**src/rtl/rvfi_check_sequencer.sv**
```systemverilog
// Picks the retirement with global ordinal SKIP (counted across all channels
// since the run started) and hands it to the downstream instruction checker.

module rvfi_seq_lane (
  input  logic       valid,
  input  logic [3:0] ord_in,
  input  logic [3:0] rem,
  input  logic       rem_ok,
  output logic [3:0] ord_out,
  output logic       hit
);
  assign ord_out = ord_in + {3'b000, valid};
  assign hit     = valid && rem_ok && (ord_in == rem);
endmodule

module rvfi_check_sequencer #(
  parameter  int NRET  = 1,
  parameter  int XLEN  = 32,
  parameter  int SKIP  = 0,
  parameter  int DEPTH = 20,
  localparam int CW    = (NRET > 1) ? $clog2(NRET) : 1
) (
  input  logic                 clock,
  input  logic                 reset,
  input  logic                 enable,
  input  logic [NRET-1:0]      rvfi_valid,
  input  logic [NRET*32-1:0]   rvfi_instruction,
  input  logic [NRET*XLEN-1:0] rvfi_pc_rdata,
  input  logic [NRET-1:0]      rvfi_trap,
  input  logic [NRET-1:0]      rvfi_halt,
  output logic                 check,
  output logic [CW-1:0]        check_chan,
  output logic [31:0]          check_insn,
  output logic [XLEN-1:0]      check_pc,
  output logic                 check_trap,
  output logic                 busy,
  output logic                 done,
  output logic                 timeout,
  output logic                 halted,
  output logic [15:0]          retire_cnt
);
  typedef enum logic [1:0] {S_IDLE, S_SKIP, S_CHECK, S_DONE} state_t;

  state_t              state;
  logic [15:0]         cycle_cnt;
  logic [NRET:0][3:0]  ord;
  logic [NRET-1:0]     hit;
  logic [31:0]         rem;
  logic                rem_ok;
  logic [16:0]         rsum;
  logic [15:0]         retire_nxt;
  logic                capture, halt_any, last_cycle;
  logic [CW-1:0]       sel_chan;
  logic [31:0]         sel_insn;
  logic [XLEN-1:0]     sel_pc;
  logic                sel_trap;

  // Retirements still to skip this cycle; only meaningful while it fits in a channel ordinal.
  assign rem    = 32'(SKIP) - {16'b0, retire_cnt};
  assign rem_ok = ({16'b0, retire_cnt} <= 32'(SKIP)) && (rem < 32'(NRET));
  assign ord[0] = '0;

  // Each lane learns its ordinal among the set valid bits below it.
  for (genvar c = 0; c < NRET; c++) begin : g_lane
    rvfi_seq_lane u_lane (
      .valid  (rvfi_valid[c]),
      .ord_in (ord[c]),
      .rem    (rem[3:0]),
      .rem_ok (rem_ok),
      .ord_out(ord[c+1]),
      .hit    (hit[c])
    );
  end

  assign capture    = |hit;
  assign halt_any   = |(rvfi_valid & rvfi_halt);
  assign last_cycle = (cycle_cnt == 16'(DEPTH - 1));
  assign rsum       = {1'b0, retire_cnt} + 17'(ord[NRET]);
  assign retire_nxt = rsum[16] ? 16'hFFFF : rsum[15:0];

  always_comb begin
    sel_chan = '0;
    sel_insn = '0;
    sel_pc   = '0;
    sel_trap = 1'b0;
    for (int c = 0; c < NRET; c++) begin
      if (hit[c]) begin
        sel_chan = CW'(c);
        sel_insn = rvfi_instruction[c*32 +: 32];
        sel_pc   = rvfi_pc_rdata[c*XLEN +: XLEN];
        sel_trap = rvfi_trap[c];
      end
    end
  end

  always_ff @(posedge clock) begin
    if (!reset) begin
      state      <= S_IDLE;
      cycle_cnt  <= '0;
      check      <= 1'b0;
      check_chan <= '0;
      check_insn <= '0;
      check_pc   <= '0;
      check_trap <= 1'b0;
      busy       <= 1'b0;
      done       <= 1'b0;
      timeout    <= 1'b0;
      halted     <= 1'b0;
      retire_cnt <= '0;
    end else begin
      check <= 1'b0;
      case (state)
        S_IDLE: if (enable) begin
          state      <= S_SKIP;
          busy       <= 1'b1;
          cycle_cnt  <= '0;
          retire_cnt <= '0;
          timeout    <= 1'b0;
          halted     <= 1'b0;
          check_chan <= '0;
          check_insn <= '0;
          check_pc   <= '0;
          check_trap <= 1'b0;
        end
        S_SKIP: if (!enable) begin
          state <= S_IDLE;
          busy  <= 1'b0;
        end else begin
          if (cycle_cnt != 16'hFFFF) cycle_cnt <= cycle_cnt + 16'd1;
          retire_cnt <= retire_nxt;
          if (capture) begin
            state      <= S_CHECK;
            check      <= 1'b1;
            check_chan <= sel_chan;
            check_insn <= sel_insn;
            check_pc   <= sel_pc;
            check_trap <= sel_trap;
          end else if (halt_any) begin
            state  <= S_DONE;
            busy   <= 1'b0;
            done   <= 1'b1;
            halted <= 1'b1;
          end else if (last_cycle) begin
            state   <= S_DONE;
            busy    <= 1'b0;
            done    <= 1'b1;
            timeout <= 1'b1;
          end
        end
        S_CHECK: begin
          state <= S_DONE;
          busy  <= 1'b0;
          done  <= 1'b1;
        end
        S_DONE: if (!enable) begin
          state <= S_IDLE;
          done  <= 1'b0;
        end
        default: state <= S_IDLE;
      endcase
    end
  end
endmodule

```
**config.mk**
```make
export PLATFORM = sky130hd
export DESIGN_NAME = rvfi_check_sequencer
export DESIGN_NICKNAME = d
export VERILOG_FILES = /design/src/rtl/rvfi_check_sequencer.sv
export SDC_FILE = /design/constraint.sdc
export NUM_CORES = 1
export LEC_CHECK = 0
export CAP_MARGIN = 25
export CORE_MARGIN = 2
export CORE_UTILIZATION = 46
export CTS_BUF_LIST = sky130_fd_sc_hd__clkbuf_2 sky130_fd_sc_hd__clkbuf_4 sky130_fd_sc_hd__clkbuf_8
export CTS_CLUSTER_DIAMETER = 100
export CTS_CLUSTER_SIZE = 14
export DETAILED_ROUTE_END_ITERATION = 10
export PLACE_DENSITY = 0.83
export SYNTH_ARGS = -nofsm -noshare
export SYNTH_HDL_FRONTEND = slang
export SYNTH_SLANG_ARGS = --single-unit
```
**constraint.sdc**
```tcl
create_clock -name clock -period 2.6 [get_ports clock]
set_clock_uncertainty 0.15 [all_clocks]
set_input_delay 0.65 -clock clock [delete_from_list [all_inputs] [get_ports clock]]
set_output_delay 0.65 -clock clock [all_outputs]
set_load 0.005 [all_outputs]
```
# Yosys cells after proc, flatten, opt, wreduce, memory -nomap -nowiden
# Index checks and enable logic that the tools add are counted.
# word_totals
elab_cells	102
out_inout_bits	87
register_bits	105
# classes
n_reduce_logical	17
n_addsub	3
magnitude_cmp	2
eq_ne	18
bitwise	1
mux	49
# op_table
cell	n
two-way mux 32 bit	5
one-hot mux 32 bit (2 select lines)	2
two-way mux 16 bit	5
one-hot mux 16 bit (2 select lines)	2
< comparator 32 x 1 -> 1 bit, second input constant	1
two-way mux 1 bit	22
inequality test 2 bit, second input constant	9
adder 16 x 1 -> 17 bit	1
subtractor 1 x 16 -> 17 bit, first input constant	1
adder 16 x 1 -> 16 bit, second input constant	1
equality test 16 x 5 -> 1 bit, second input constant	1
<= comparator 16 x 1 -> 1 bit, second input constant	1
inequality test 16 bit, second input constant	1
two-way mux 2 bit	6
AND reduction 4 bit	3
AND reduction 5 bit	2
AND reduction 3 bit	3
one-hot mux 1 bit (2 select lines)	4
one-hot mux 2 bit (4 select lines)	1
inequality test 3 bit, second input constant	2
one-hot mux 1 bit (3 select lines)	2
AND reduction 6 bit	1
nonzero test 3 bit	2
inequality test 5 bit, second input constant	1
other kinds (8)	11

# Depth between registers and ports, before layout
# Gate-level depths: netlist of the first run.
# depth
depth_word	8
mapped_depth	8
depth_no_buf	7

# Hierarchy
# Synthesis of the first run repeated with hierarchy kept, for this count alone.
# hier_totals
cells_unflattened	446
hier_area_um2	4438.0
# modules_own_cells
mod	cells_each	seq_area_each_um2	n_inst	area_each_um2
rvfi_check_sequencer	433	2082.0	1	4331.7
rvfi_seq_lane	13	0.0	1	106.4

# Worst setup path before layout of the first run
# OpenSTA, ideal clock, no wires.
# synth_path
kind	input-to-reg
start	input port rvfi_valid
end	register retire_cnt[2]
arrival_time_ps	2032
cell_stages	8
setup_time_ps	76
setup_slack_ps	342
cell_sequence	ha_1 -> ha_1 -> nand3_1 -> nor4_2 -> and2_0 -> buf_2 -> o21ai_0 -> a21boi_0
# synth_via
elab_chain_len	4
# synth_rtl
item	line	source
start, declared	26	input logic [NRET-1:0] rvfi_valid,
adder 16 x 1 -> 17 bit	78	assign rsum = {1'b0, retire_cnt} + 17'(ord[NRET]);
two-way mux 16 bit	79	assign retire_nxt = rsum[16] ? 16'hFFFF : rsum[15:0];
two-way mux 16 bit	125	S_SKIP: if (!enable) begin
one-hot mux 16 bit (2 select lines)	112	case (state)
end signal, assigned	130	retire_cnt <= retire_nxt;
end, declared	40	output logic [15:0] retire_cnt
# Every way passes these cells. The select of a mux whose other input is x is not followed.
# A chain may end at the register's enable or synchronous reset.

# Worst setup path in the final report of the first run
# layout_path
start	input port rvfi_valid
end	register retire_cnt[13]
# Same word-level chain as after synthesis.

==> impl_metrics.csv, run 1 <==
group,metric,value,unit
outcome,status,"finished clean",
critical_path,critical_path_capture_point_type,"flop",
global_routing,grt_start_max_net_pins,44,
placement,post-place-ws,-0.170,ns
pwr,power.density,565,nW/um^2
floorplanning,dieWidth,99.2,um
synth,yosys_cell_types,52,
timing,unrepaired_setup_endpoints_after_global_routing,"no",
drt,routed_wirelength,11700,um
synth,syn_inst,425,
timing,finalSetupViolCount,0,
clock_network,tritoncts_buffers,9,
floorplanning,rows,34,
critical_path,critical_path_arrival,2.54,ns
critical_path,ff2ff_path_depth,5,
clock_network,hold_buffers,0,
synth,postSynth.topFlopCell,"sky130_fd_sc_hd__dfxtp_1",
min_path,hold_path_end,"check_insn[8]",
placement,port-buffer-count,155,
cells_and_area,multi_input_combinational_cell_area,1930,um^2
synth,synth_async_sr_flop_share,0,%
clock_network,tritoncts_num_sinks,104,
timing,final_min_period_over_clock_period,93.6,%
clock_network,cts_post_setup_buffers_inserted,0,
run,drv.max_cap_violation_count,0,
global_routing,global_route.usage.total,23.5,%
timing,final_critical_path_required_period,2.43,ns
floorplanning,start_util,47.6,%
placement,place.detailed.hpwl,8520,um
drt,first_iter_violations,228,
drt,vias_per_cell,5.74,
drt,num_vias,4065,
cells_and_area,sequential_cell_area,2080,um^2
critical_path,crit_path_start_kind,"primary input",
timing,slew_at_the_pin_closest_to_its_max_slew_limit,0.588,ns
synth,seq_area_frac_synth,50.0,%
critical_path,worst-r2r-setup-slack,0.37,ns
synth,cell_area_synth,4170,um^2
pwr,cellLeakagePower,2.29,nW
pwr,vdd_drop_max,409,uV
global_routing,antenna_found_initial,0,
clock_network,cts.repair.resized,0,
timing,timing.final.ws_setup,0.166,ns
global_routing,total_grt_overflow,0,
min_path,timing.hold.worst.start,"check_insn[8]",
floorplanning,dieArea,9840,um^2
critical_path,setup.worst_path.class,"in -> reg",
cells_and_area,areaGrowthSynthToFinish,48.2,%
cells_and_area,inserted_diodes,0,
synth,synth.ff_latch_count,104,
global_routing,grt_pass1_wl,19100,um
min_path,whs_path_depth,1,
synth,synth_nets,501,
critical_path,worst_r2r_endpoint,"cycle_cnt[15]",
cells_and_area,layout.nets,671,
timing,achievable-frequency,411,MHz
floorplanning,design.core.area,8760,um^2
synth,synth_warnings,0,
clock_network,clock_transition_at_path_regs,0.10,ns
critical_path,crit_fanout,5,
timing,final-hold-violation-count,0,
timing,slew_headroom,60.4,%
clock_network,cts_tree,"done",
placement,routabilityCongestion,0.921,
cells_and_area,post_route_cells_drive_above_1_share,9.17,%
synth,syn_area_per_cell,9.81,um^2
drt,route.detailed.wl_per_inst,16.6,um
critical_path,required,2.70,ns
timing,drv_slew,0,
clock_network,cts_buffer_depth,2,
min_path,worst_hold_path_type,"reg -> reg",
drt,drt_pre_antenna_iters,5,
global_routing,first_global_vias,3896,
synth,synth_edf_count,0,
drt,final_antenna_net_count,0,
clock_network,worst_skew_pair.late_latency,0.36,ns
floorplanning,top_level_ports,157,
critical_path,timing.rr.start,"state[0]",
clock_network,root_buffer,"sky130_fd_sc_hd__clkbuf_8",
pwr,total_power,3.49,mW
drt,remaining_drc_errors,0,
clock_network,clock_tree.htree_level_count,3,
cells_and_area,fill_cells,658,
floorplanning,fp.dieH,99.2,um
routing by layer:
| layer | part of all wire (%) | vias up | GRT usage (%) |
|---|---|---|---|
| met3 | 7.5 | 21 | 4.01 |
| li1 | - | 1938 | - |
| met2 | 48 | 191 | 40.2 |
| met4 | 1.5 | 0 | 7.48 |
| met1 | 43 | 1915 | 30.4 |
| met5 | 0 | - | 0 |
power breakdown:
group | total (mW) | switching [mW] | leakage (nW) | internal, mW
logic | 0.778 | 0.359 | 1.35 | 0.419
registers | 1.74 | 0.0583 | 0.840 | 1.69
clock network | 0.967 | 0.597 | 0.0940 | 0.369
total | 3.49 | 1.01 | 2.29 | 2.47
cells in the mapped netlist (4+ instances only):
cell / instances / area (um^2)
sky130_fd_sc_hd__a21boi_0: 4 / 30.0
sky130_fd_sc_hd__a21oi_1: 18 / 90.1
sky130_fd_sc_hd__a22o_1: 65 / 569
sky130_fd_sc_hd__and3_1: 7 / 43.8
sky130_fd_sc_hd__buf_2: 12 / 60.1
sky130_fd_sc_hd__buf_6: 5 / 56.3
sky130_fd_sc_hd__clkbuf_1: 8 / 30.0
sky130_fd_sc_hd__dfxtp_1: 104 / 2080
sky130_fd_sc_hd__ha_1: 6 / 75.1
sky130_fd_sc_hd__inv_1: 5 / 18.8
sky130_fd_sc_hd__nand2_1: 28 / 105
sky130_fd_sc_hd__nand3_1: 15 / 75.1
sky130_fd_sc_hd__nand4_1: 8 / 50.1
sky130_fd_sc_hd__nor2_1: 26 / 97.6
sky130_fd_sc_hd__nor3_1: 12 / 60.1
sky130_fd_sc_hd__nor4_1: 6 / 37.5
sky130_fd_sc_hd__nor4b_1: 4 / 35.0
sky130_fd_sc_hd__o21a_1: 5 / 37.5
sky130_fd_sc_hd__o21ai_0: 19 / 95.1
sky130_fd_sc_hd__o22ai_1: 6 / 37.5
sky130_fd_sc_hd__or3_1: 7 / 43.8
sky130_fd_sc_hd__xnor2_1: 9 / 78.8
stage by stage:
stage / setup TNS (ns) / area (um^2) / hold WS [ns] / util, % / cells
floorplan: 0 / 4170 / 0.301 / - / 425
global placement: -1.02 / 5990 / 0.302 / 68.4 / 692
detailed placement: -2.45 / 5990 / 0.313 / 68.4 / 692
CTS: 0 / 6180 / 0.341 / 70.5 / 708
global route: 0 / 6180 / 0.350 / 70.5 / 708
finish: 0 / 6180 / 0.336 / 70.5 / 708
cell usage in the layout (no fill, tap or decap), types with 2 or more instances in the layout:
cell type,n
sky130_fd_sc_hd__a21boi_0,3
sky130_fd_sc_hd__a21oi_1,18
sky130_fd_sc_hd__a22o_1,65
sky130_fd_sc_hd__a31oi_1,3
sky130_fd_sc_hd__a41oi_1,2
sky130_fd_sc_hd__and2_1,3
sky130_fd_sc_hd__and3_1,7
sky130_fd_sc_hd__and4_1,3
sky130_fd_sc_hd__buf_12,4
sky130_fd_sc_hd__buf_4,26
sky130_fd_sc_hd__clkbuf_8,9
sky130_fd_sc_hd__clkdlybuf4s50_1,155
sky130_fd_sc_hd__dfxtp_1,104
sky130_fd_sc_hd__ha_1,6
sky130_fd_sc_hd__inv_1,5
sky130_fd_sc_hd__inv_6,2
sky130_fd_sc_hd__inv_8,2
sky130_fd_sc_hd__nand2_1,28
sky130_fd_sc_hd__nand2b_1,2
sky130_fd_sc_hd__nand3_1,15
sky130_fd_sc_hd__nand4_1,8
sky130_fd_sc_hd__nor2_1,26
sky130_fd_sc_hd__nor2b_1,3
sky130_fd_sc_hd__nor3_1,12
sky130_fd_sc_hd__nor4_1,6
sky130_fd_sc_hd__nor4_2,2
sky130_fd_sc_hd__nor4b_1,4
sky130_fd_sc_hd__o211ai_1,3
sky130_fd_sc_hd__o21a_1,5
sky130_fd_sc_hd__o21ai_0,19
sky130_fd_sc_hd__o21ai_1,3
sky130_fd_sc_hd__o22ai_1,6
sky130_fd_sc_hd__o31a_1,2
sky130_fd_sc_hd__or3_1,7
sky130_fd_sc_hd__xnor2_1,9
flip-flops by register name, summed over array words and instances (netlist names), named ones only:
| signal | count |
|---|---|
| halted | 1 |
| done | 1 |
| check_pc | 32 |
| timeout | 1 |
| busy | 1 |
| retire_cnt | 16 |
| check_trap | 1 |
| check_insn | 32 |
| state | 1 |
| cycle_cnt | 16 |
| check | 1 |
worst max path at each step:
stage	slack (ns)	endpoint	start	cells past startpoint
floorplan	0.34	retire_cnt[2]	rvfi_valid	8
global route	0.009	retire_cnt[2]	rvfi_valid	8
global placement	-0.11	retire_cnt[1]	rvfi_valid	9
detailed placement	-0.17	retire_cnt[15]	rvfi_valid	8
CTS	0.21	retire_cnt[4]	rvfi_valid	8
finish	0.17	retire_cnt[13]	rvfi_valid	8
cell families after synthesis:
group,share of synthesized area [%]
AOI/OAI and AO/OA,24.9
and+or+nand+nor,16.8
DFF,50.0
buffers and inverters,4.14
xor gates and xnor gates,2.10
adders and majority gates,1.80
other,0.0900
muxes,0.240
worst max-delay path, cell delays in order:
cell and delay, ns:
sky130_fd_sc_hd__clkdlybuf4s50_1 0.48, sky130_fd_sc_hd__ha_1 0.18, sky130_fd_sc_hd__buf_4 0.12, sky130_fd_sc_hd__nand3_1 0.08, sky130_fd_sc_hd__or3_1 0.40, sky130_fd_sc_hd__nor3_1 0.23, sky130_fd_sc_hd__o21ai_0 0.13, sky130_fd_sc_hd__a32o_2 0.28
cell type report:
type	count	share of cell area [%]
inverters	5	0.304
repair buffers	185	29.6
multi-input cells	290	31.2
clock inverters	7	0.993
clock buffers	9	2.01
well taps	108	2.19
flip-flops and latches	104	33.7
Power figures use the tool's default switching activity.
==> run 2: changes to the inputs <==
Settings changed: SETUP_SLACK_MARGIN set to 0.02.
==> run 2 against run 1 <==
Effect of this change:
- cell count unchanged
- critical path depth unchanged
- combinational power about the same
- routed wire length about the same
- non-clock buffer count unchanged
- sequential share of layout area unchanged
- worst setup slack worse by 0.0010 ns
- critical endpoint unchanged
- highest routed layer unchanged
==> impl_metrics.csv, run 2 (synthesis gave the netlist of run 1 again) <==
group,metric,value,unit
floorplanning,dieWidth,99.2,um
timing,finalSetupViolCount,0,
critical_path,crit_path_start_kind,"primary input",
timing,timing.final.ws_setup,0.165,ns
outcome,status,"finished clean",
cells_and_area,post_route_cells_drive_above_1_share,9.17,%
floorplanning,rows,34,
floorplanning,start_util,47.6,%
global_routing,grt_start_max_net_pins,44,
critical_path,worst-r2r-setup-slack,0.37,ns
pwr,power.density,565,nW/um^2
placement,post-place-ws,-0.170,ns
min_path,hold_path_end,"check_insn[8]",
clock_network,worst_skew_pair.late_latency,0.36,ns
clock_network,tritoncts_num_sinks,104,
clock_network,cts_post_setup_buffers_inserted,0,
critical_path,worst_r2r_endpoint,"cycle_cnt[15]",
critical_path,critical_path_arrival,2.54,ns
timing,slew_at_the_pin_closest_to_its_max_slew_limit,0.577,ns
timing,achievable-frequency,411,MHz
drt,vias_per_cell,5.76,
timing,final_critical_path_required_period,2.44,ns
drt,drt_pre_antenna_iters,5,
timing,slew_headroom,61.2,%
min_path,whs_path_depth,1,
global_routing,grt_pass1_wl,19100,um
critical_path,timing.critical_path.from,"rvfi_valid",
placement,routabilityCongestion,0.921,
global_routing,first_global_vias,3896,
timing,final_min_period_over_clock_period,93.7,%
cells_and_area,inserted_diodes,0,
cells_and_area,largest_registers,"check_insn: 32 flops, check_pc: 32 flops",
min_path,timing.hold.worst.start,"check_insn[8]",
floorplanning,fp.dieH,99.2,um
placement,place.detailed.hpwl,8520,um
drt,num_vias,4077,
timing,unrepaired_setup_endpoints_after_global_routing,"no",
global_routing,global_route.usage.total,23.5,%
clock_network,cts_tree,"done",
critical_path,ff2ff_path_depth,5,
global_routing,antenna_found_initial,0,
critical_path,timing.rr.start,"state[0]",
critical_path,critical_path_capture_point_type,"flop",
cells_and_area,final_common_cell,"sky130_fd_sc_hd__clkdlybuf4s50_1",
floorplanning,dieArea,9840,um^2
pwr,cellLeakagePower,2.29,nW
drt,route.detailed.wl_per_inst,16.6,um
cells_and_area,areaGrowthSynthToFinish,48.2,%
clock_network,clock_transition_at_path_regs,0.10,ns
floorplanning,design.core.area,8760,um^2
cells_and_area,layout.nets,671,
clock_network,clock_tree.htree_level_count,3,
critical_path,setup.worst_path.class,"in -> reg",
clock_network,root_buffer,"sky130_fd_sc_hd__clkbuf_8",
timing,final-hold-violation-count,0,
drt,routed_wirelength,11700,um
clock_network,cts_buffer_depth,2,
min_path,worst_hold_path_type,"reg -> reg",
drt,remaining_drc_errors,0,
timing,hold-worst-slack,0.336,ns
drt,first_iter_violations,227,
placement,port-buffer-count,155,
critical_path,required,2.70,ns
global_routing,total_grt_overflow,0,
pwr,vdd_drop_max,409,uV
clock_network,hold_buffers,0,
timing,drv_slew,0,
cells_and_area,commonest_cells_after_routing_fill_and_taps_aside,"sky130_fd_sc_hd__clkdlybuf4s50_1, sky130_fd_sc_hd__dfxtp_1, sky130_fd_sc_hd__a22o_1, sky130_fd_sc_hd__nand2_1",
clock_network,tritoncts_buffers,9,
critical_path,crit_fanout,5,
run,drv.max_cap_violation_count,0,
cells_and_area,fill_cells,658,
floorplanning,top_level_ports,157,
drt,final_antenna_net_count,0,
## run 2: changes by cell type in the layout (fill, tap and decap cells not counted)
| cell | before | now |
|---|---|---|
| sky130_fd_sc_hd__and2_0 | 1 | 0 |
| sky130_fd_sc_hd__and2_1 | 3 | 4 |
## run 2: critical path: stages
cell                              delay [ns]
sky130_fd_sc_hd__clkdlybuf4s50_1        0.48
sky130_fd_sc_hd__ha_1                   0.18
sky130_fd_sc_hd__buf_4                  0.12
sky130_fd_sc_hd__nand3_1                0.08
sky130_fd_sc_hd__or3_1                  0.40
sky130_fd_sc_hd__nor3_1                 0.23
sky130_fd_sc_hd__o21ai_0                0.13
sky130_fd_sc_hd__a32o_2                 0.28
## run 2: metrics by stage
| stage | std cells | util (%) | power, mW | setup TNS (ns) | instance area [um^2] |
|---|---|---|---|---|---|
| after floorplan | 425 | - | 2.13 | 0 | 4170 |
| after global routing | 708 | 70.5 | 3.66 | 0 | 6180 |
| after global placement | 692 | 68.4 | 2.54 | -1.02 | 5990 |
| after detailed placement | 692 | 68.4 | 2.56 | -2.45 | 5990 |
| after CTS | 708 | 70.5 | 3.51 | 0 | 6180 |
| final | 708 | 70.5 | 3.49 | 0 | 6180 |
## run 2: worst max-delay path by stage
| stage | end | slack, ns | cells past startpoint |
|---|---|---|---|
| detailed placement | retire_cnt[15] | -0.17 | 8 |
| floorplan | retire_cnt[2] | 0.34 | 8 |
| global route | retire_cnt[15] | 0.09 | 8 |
| global placement | retire_cnt[1] | -0.11 | 9 |
| finish | retire_cnt[13] | 0.16 | 8 |
| CTS | retire_cnt[4] | 0.21 | 8 |
## run 2: cell type report
cell class / count / area [um^2] / share of cell area [%]
inverters: 5 / 18.8 / 0.304
flip-flops and latches: 104 / 2080 / 33.7
multi-input cells: 290 / 1930 / 31.2
well taps: 108 / 135 / 2.19
clock buffers: 9 / 124 / 2.01
clock inverters: 7 / 61.3 / 0.993
repair buffers: 185 / 1830 / 29.6
## run 2: routing by layer
| layer | track usage [%] | up-vias | wire [um] |
|---|---|---|---|
| met5 | 0 | - | 0 |
| met1 | 30.4 | 1936 | 4970 |
| li1 | - | 1936 | - |
| met2 | 40.2 | 184 | 5720 |
| met3 | 4.01 | 21 | 869 |
| met4 | 7.48 | 0 | 176 |
## run 2: what timing repair did
item	4_1_cts	5_1_grt
gates resized for setup	0	1
endpoints found under the setup margin	0	1
hold endpoints to repair	0	0
## run 2: report_power, final
| part | internal [mW] | switching [mW] |
|---|---|---|
| combinational | 0.419 | 0.358 |
| sequential | 1.69 | 0.0583 |
| clock | 0.369 | 0.597 |
| total | 2.47 | 1.01 |
==> run 3: changes to the inputs <==
Settings changed: GPL_ROUTABILITY_DRIVEN set to 0.
==> results of run 3 <==
The final DEF is identical to that of run 2; final timing and power are the same.
